===== src/rtl/layer_serializer.sv =====
// layer_serializer
// Gathers one layer's parallel neuron outputs on a single strobe and replays
// them one element per transfer into the next layer's shared neuron input.
// A one-deep pending buffer holds a second vector while the first drains.
//
// state | meaning
// ------+---------------------------------------------------------------
// IDLE  | shift buffer empty, waiting for an inValid_i strobe
// SHIFT | shift buffer loaded, presenting element cnt on outData_o
module layer_serializer #(
    parameter int NEURON_NUM = 4,
    parameter int DATA_WIDTH = 16
) (
    input  logic                             clk_i,
    input  logic                             rst_ni,
    input  logic                             inValid_i,
    input  logic [NEURON_NUM*DATA_WIDTH-1:0] inData_i,
    input  logic                             outReady_i,
    output logic [DATA_WIDTH-1:0]            outData_o,
    output logic                             outValid_o,
    output logic                             layerDone_o,
    output logic                             busy_o,
    output logic                             overrun_o
);

    // $clog2(2) is already 1, so only NEURON_NUM < 2 would need the floor
    localparam int CNT_W = (NEURON_NUM > 2) ? $clog2(NEURON_NUM) : 1;
    localparam logic [CNT_W-1:0] LAST_IDX = CNT_W'(NEURON_NUM - 1);

    typedef enum logic {
        IDLE  = 1'b0,
        SHIFT = 1'b1
    } state_t;

    // element k of a vector sits at index [k], matching inData_i[k*DATA_WIDTH +: DATA_WIDTH]
    typedef logic [NEURON_NUM-1:0][DATA_WIDTH-1:0] vec_t;

    state_t                 stateQ, stateD;
    logic [CNT_W-1:0]       cntQ, cntD;
    logic [CNT_W-1:0]       cntInc;
    vec_t                   sbQ, sbD;
    vec_t                   pbQ, pbD;
    vec_t                   inVec;
    logic                   pendVQ, pendVD;
    logic [DATA_WIDTH-1:0]  dataQ, dataD;
    logic                   doneQ, doneD;
    logic                   overQ, overD;
    logic                   busyQ, busyD;
    logic                   xfer;
    logic                   lastXfer;

    assign inVec    = inData_i;
    assign xfer     = (stateQ == SHIFT) & outReady_i;
    assign lastXfer = xfer & (cntQ == LAST_IDX);
    assign cntInc   = cntQ + CNT_W'(1);

    // Next-state, buffer movement and next values of the registered outputs
    always_comb begin
        stateD = stateQ;
        cntD   = cntQ;
        sbD    = sbQ;
        pbD    = pbQ;
        pendVD = pendVQ;
        dataD  = dataQ;
        doneD  = 1'b0;
        overD  = overQ;

        case (stateQ)
            IDLE: begin
                if (inValid_i) begin
                    sbD    = inVec;
                    cntD   = '0;
                    dataD  = inVec[0];
                    stateD = SHIFT;
                end
            end
            SHIFT: begin
                if (lastXfer) begin
                    // Reloading on the last transfer edge is what keeps
                    // back-to-back vectors free of bubble cycles.
                    doneD = 1'b1;
                    cntD  = '0;
                    if (pendVQ) begin
                        sbD   = pbQ;
                        dataD = pbQ[0];
                        if (inValid_i) begin
                            pbD = inVec;
                        end else begin
                            pendVD = 1'b0;
                        end
                    end else if (inValid_i) begin
                        sbD   = inVec;
                        dataD = inVec[0];
                    end else begin
                        stateD = IDLE;
                    end
                end else begin
                    if (xfer) begin
                        cntD  = cntInc;
                        dataD = sbQ[cntInc];
                    end
                    if (inValid_i) begin
                        if (!pendVQ) begin
                            pbD    = inVec;
                            pendVD = 1'b1;
                        end else begin
                            // both buffers full: new vector is lost, PB kept
                            overD = 1'b1;
                        end
                    end
                end
            end
            default: begin
                stateD = IDLE;
            end
        endcase

        busyD = (stateD == SHIFT) | pendVD;
    end

    // Control state and registered outputs, cleared asynchronously
    always_ff @(posedge clk_i or negedge rst_ni) begin
        if (!rst_ni) begin
            stateQ <= IDLE;
            cntQ   <= '0;
            pendVQ <= 1'b0;
            dataQ  <= '0;
            doneQ  <= 1'b0;
            overQ  <= 1'b0;
            busyQ  <= 1'b0;
        end else begin
            stateQ <= stateD;
            cntQ   <= cntD;
            pendVQ <= pendVD;
            dataQ  <= dataD;
            doneQ  <= doneD;
            overQ  <= overD;
            busyQ  <= busyD;
        end
    end

    // Vector storage carries no reset; its contents are qualified by state/pendV
    always_ff @(posedge clk_i) begin
        sbQ <= sbD;
        pbQ <= pbD;
    end

    assign outData_o   = dataQ;
    assign outValid_o  = (stateQ == SHIFT);
    assign layerDone_o = doneQ;
    assign busy_o      = busyQ;
    assign overrun_o   = overQ;

endmodule


===== config.mk =====
export PLATFORM = sky130hd
export DESIGN_NAME = layer_serializer
export DESIGN_NICKNAME = d
export VERILOG_FILES = /design/src/rtl/layer_serializer.sv
export SDC_FILE = /design/constraint.sdc
export NUM_CORES = 1
export LEC_CHECK = 0
export ABC_CLOCK_PERIOD_IN_PS = 3200
export BUFFER_PORTS_ARGS = -buffer_cell sky130_fd_sc_hd__buf_2
export CAP_MARGIN = 10
export CORE_MARGIN = 1
export CORE_UTILIZATION = 45
export DETAILED_ROUTE_END_ITERATION = 10
export HOLD_SLACK_MARGIN = 0.03
export PLACE_DENSITY_LB_ADDON = 0.12
export SYNTH_ARGS = -nofsm -noshare
export SYNTH_HDL_FRONTEND = slang
export SYNTH_SLANG_ARGS = --single-unit

===== constraint.sdc =====
create_clock -name clk_i -period 3.2 [get_ports clk_i]
set_input_delay 0.64 -clock clk_i [delete_from_list [all_inputs] [get_ports clk_i]]
set_output_delay 0.64 -clock clk_i [all_outputs]
set_load 0.05 [all_outputs]

==> metrics.csv <==
stage;metric;value;unit
route;drt-met1-wl;7940;microns
placement;dp_hpwl;9680;microns
route;wl_met2;6520;microns
placement;pre_cts_ws;883;ps
clocking;cts_max_level;4;
sta;relSlewSlack;0.455;
logic_synthesis;avgSynthCellArea;13.4;sq um
outcome;status;completed;
logic_synthesis;ys_types;30;
cells_and_area;final_cell_mix;edfxtp_1, nand2_1, buf_2, mux2i_1, o21ai_0;
floorplanning;die_h;126;microns
route;num_vias;4452;
logic_synthesis;synth_area;6960;sq um
clocking;cts_root_buffer;clkbuf_16;
clocking;cts.sinks;151;
cells_and_area;syn2layout_area_growth;16.6;%
placement;gp_congestion;0.728;
floorplanning;ios;88;
logic_synthesis;synth_seq_cells;151;
global_routing;grt_pass1_vias;4306;
logic_synthesis;synth_area_leaders;edfxtp_1, mux2i_1, dfrtp_1, o21ai_0, nand2_1;
sta;fin_crit_sh;0.708;
route;ant_nets;0;
sta;rsz0062_at_grt;no;
route;initialDrtViolationCount;354;
logic_synthesis;yosysTopAreaCell;edfxtp_1;
sta;max_freq;441;MHz
floorplanning;fp.dieW;126;microns
global_routing;grt_usage;0.207;
sta;slew_violations;0;
route;route.met3.wl;792;microns
pwr;irDropWorstVdd;397;uV
run;max_cap_viol_count;0;
route;post_drt_wl_per_cell;19.4;microns
sta;skew;6.39;ps
sta;finalCriticalPeriod;2270;ps
floorplanning;dieArea;16000;sq um
clocking;cts_setup_buffers;0;
sta;layout_setup_ws;934;ps
global_routing;grt_max_degree;80;
cells_and_area;nets;666;
sta;setup_viol;0;
clocking;cts_buffers;17;
placement;dp.cells;766;
logic_synthesis;synthDominantCellAreaShare;0.552;
worst_hold_path;hold_path.class;in -> async;
sta;holdWs;210;ps
logic_synthesis;syn-num-nets;588;
sta;tightest_slew;818;ps
global_routing;overflow;0;
placement;place.port_buffers;87;
pwr;leakage;3.28;nW
clocking;insertion_delay;420;ps
sta;hold_viol;0;
global_routing;grt_antenna_before_repair;0;
pwr;p_per_area;847;nW/um^2
floorplanning;core;15100;sq um
cells_and_area;fin_cells;798;
logic_synthesis;seq_area_frac_synth;0.635;
sta;tns;0;ps
setup_path;worstPathRequired;2560;ps
floorplanning;initial_utilization;0.460;
cells_and_area;layout-drive-gt1-share;0.220;
clocking;clk_pin_slew;60;ps
clocking;cts_tree;done;
clocking;clockBufferDepth;2;
route;drc_errors;0;
setup_path;worstPathArrival;1630;ps
cells_and_area;fillers;1278;
global_routing;grt_pass1_wl;24600;microns
setup_path;critPathLaunchType;register;
route;firstDrtPassIters;5;
logic_synthesis;synthCells;519;
logic_synthesis;yosys_warnings;0;
setup_path;worstPathMaxFanout;13;
cells_and_area;layout_commonest_cell;edfxtp_1;
setup_path;path_class;reg -> out;
cells_and_area;diodes;0;
clocking;ctsHoldBuffers;0;
route;avgViaCountPerCell;5.58;
route;routed_wl;15400;microns
route;highest_layer;met4;
floorplanning;rows;45;
setup_path;end_kind;output pin;
clocking;cts_resized;0;
-- layer usage --
metal / global-route usage / up-vias
met5: 0 / -
met4: 0.0744 / 0
met3: 0.0515 / 16
met2: 0.275 / 127
met1: 0.325 / 2180
li1: - / 2129
-- state kept, by name, indices dropped and copies added (netlist names) --
signal	count
layerDone_o	1
overrun_o	1
pbQ	64
pendVQ	1
outValid_o	1
busy_o	1
cntQ	2
sbQ	64
outData_o	16
-- cell usage after synthesis --
cell type  count
mux2_2         2
inv_1          2
nor2_1         5
o221ai_1       1
xnor2_1        1
o21ai_0       82
edfxtp_1     128
mux4_1         8
buf_4          2
or3_1          2
and2_1         1
clkinv_1       1
a221o_1        1
nand2_1       99
o211ai_1      14
a221oi_1       1
buf_2         16
mux2i_1       82
nor2b_1        1
and4b_1        1
ha_1           1
a22oi_1       15
clkbuf_1      18
buf_12         1
a31o_2         1
o311ai_1       1
mux4_2         7
dfrtp_1       23
buf_6          1
nand3_1        1
-- power breakdown --
part | leakage [nW] | switching (mW) | internal, mW
clock | 0.262 | 0.745 | 1.12
combinational | 1.58 | 1.37 | 0.761
sequential | 1.44 | 0.216 | 2.65
total | 3.28 | 2.33 | 4.54
-- kinds of logic (layout without fill, tap and decap cells) --
kind of cell	Yosys count	after routing	synth area share
buffers and inverters	41	132	0.0295
AO/OA/AOI/OAI	116	116	0.0967
AND/OR/NAND/NOR	110	110	0.0618
XOR/XNOR	1	1	0.00126
multiplexers	99	99	0.174
adder cells (fa/ha/maj)	1	1	0.00180
flip-flops	151	151	0.635
-- final timing paths --
kind,end,start,depth (start not counted),slack (ps)
min reg2reg,overrun_o,overrun_o,1,480
min in group clk_i,pbQ[58],inData_i[58],1,410
max in group asynchronous,outData_o[15],rst_ni,1,2610
min,layerDone_o,rst_ni,1,210
max reg2reg,outData_o[1],cntQ[1],4,1000
max,outValid_o,outValid_o,2,930
-- worst max-delay path, stage by stage, from the launching register on --
cell and delay (ps):
dfrtp_1 620, buf_4 300, buf_2 290
-- layout make-up --
type	count	area, sq um	share of cell area
Tap cell	188	235	0.0290
Clock buffer	19	433	0.0534
Sequential cell	151	4420	0.545
Inverter	3	11.3	0.00139
Multi-Input combinational cell	327	2340	0.288
Clock inverter	13	113	0.0139
Timing Repair Buffer	97	563	0.0694
-- per-stage QoR --
stage | power, mW | instance area [sq um] | util
after global placement | 4.99 | 7570 | 0.500
after CTS | 6.92 | 8110 | 0.536
after global routing | 7.22 | 8110 | 0.536
final | 6.87 | 8110 | 0.536
after floorplan | 4.42 | 6960 | -
after detailed placement | 5.03 | 7570 | 0.500
Power figures use the tool's default switching activity.
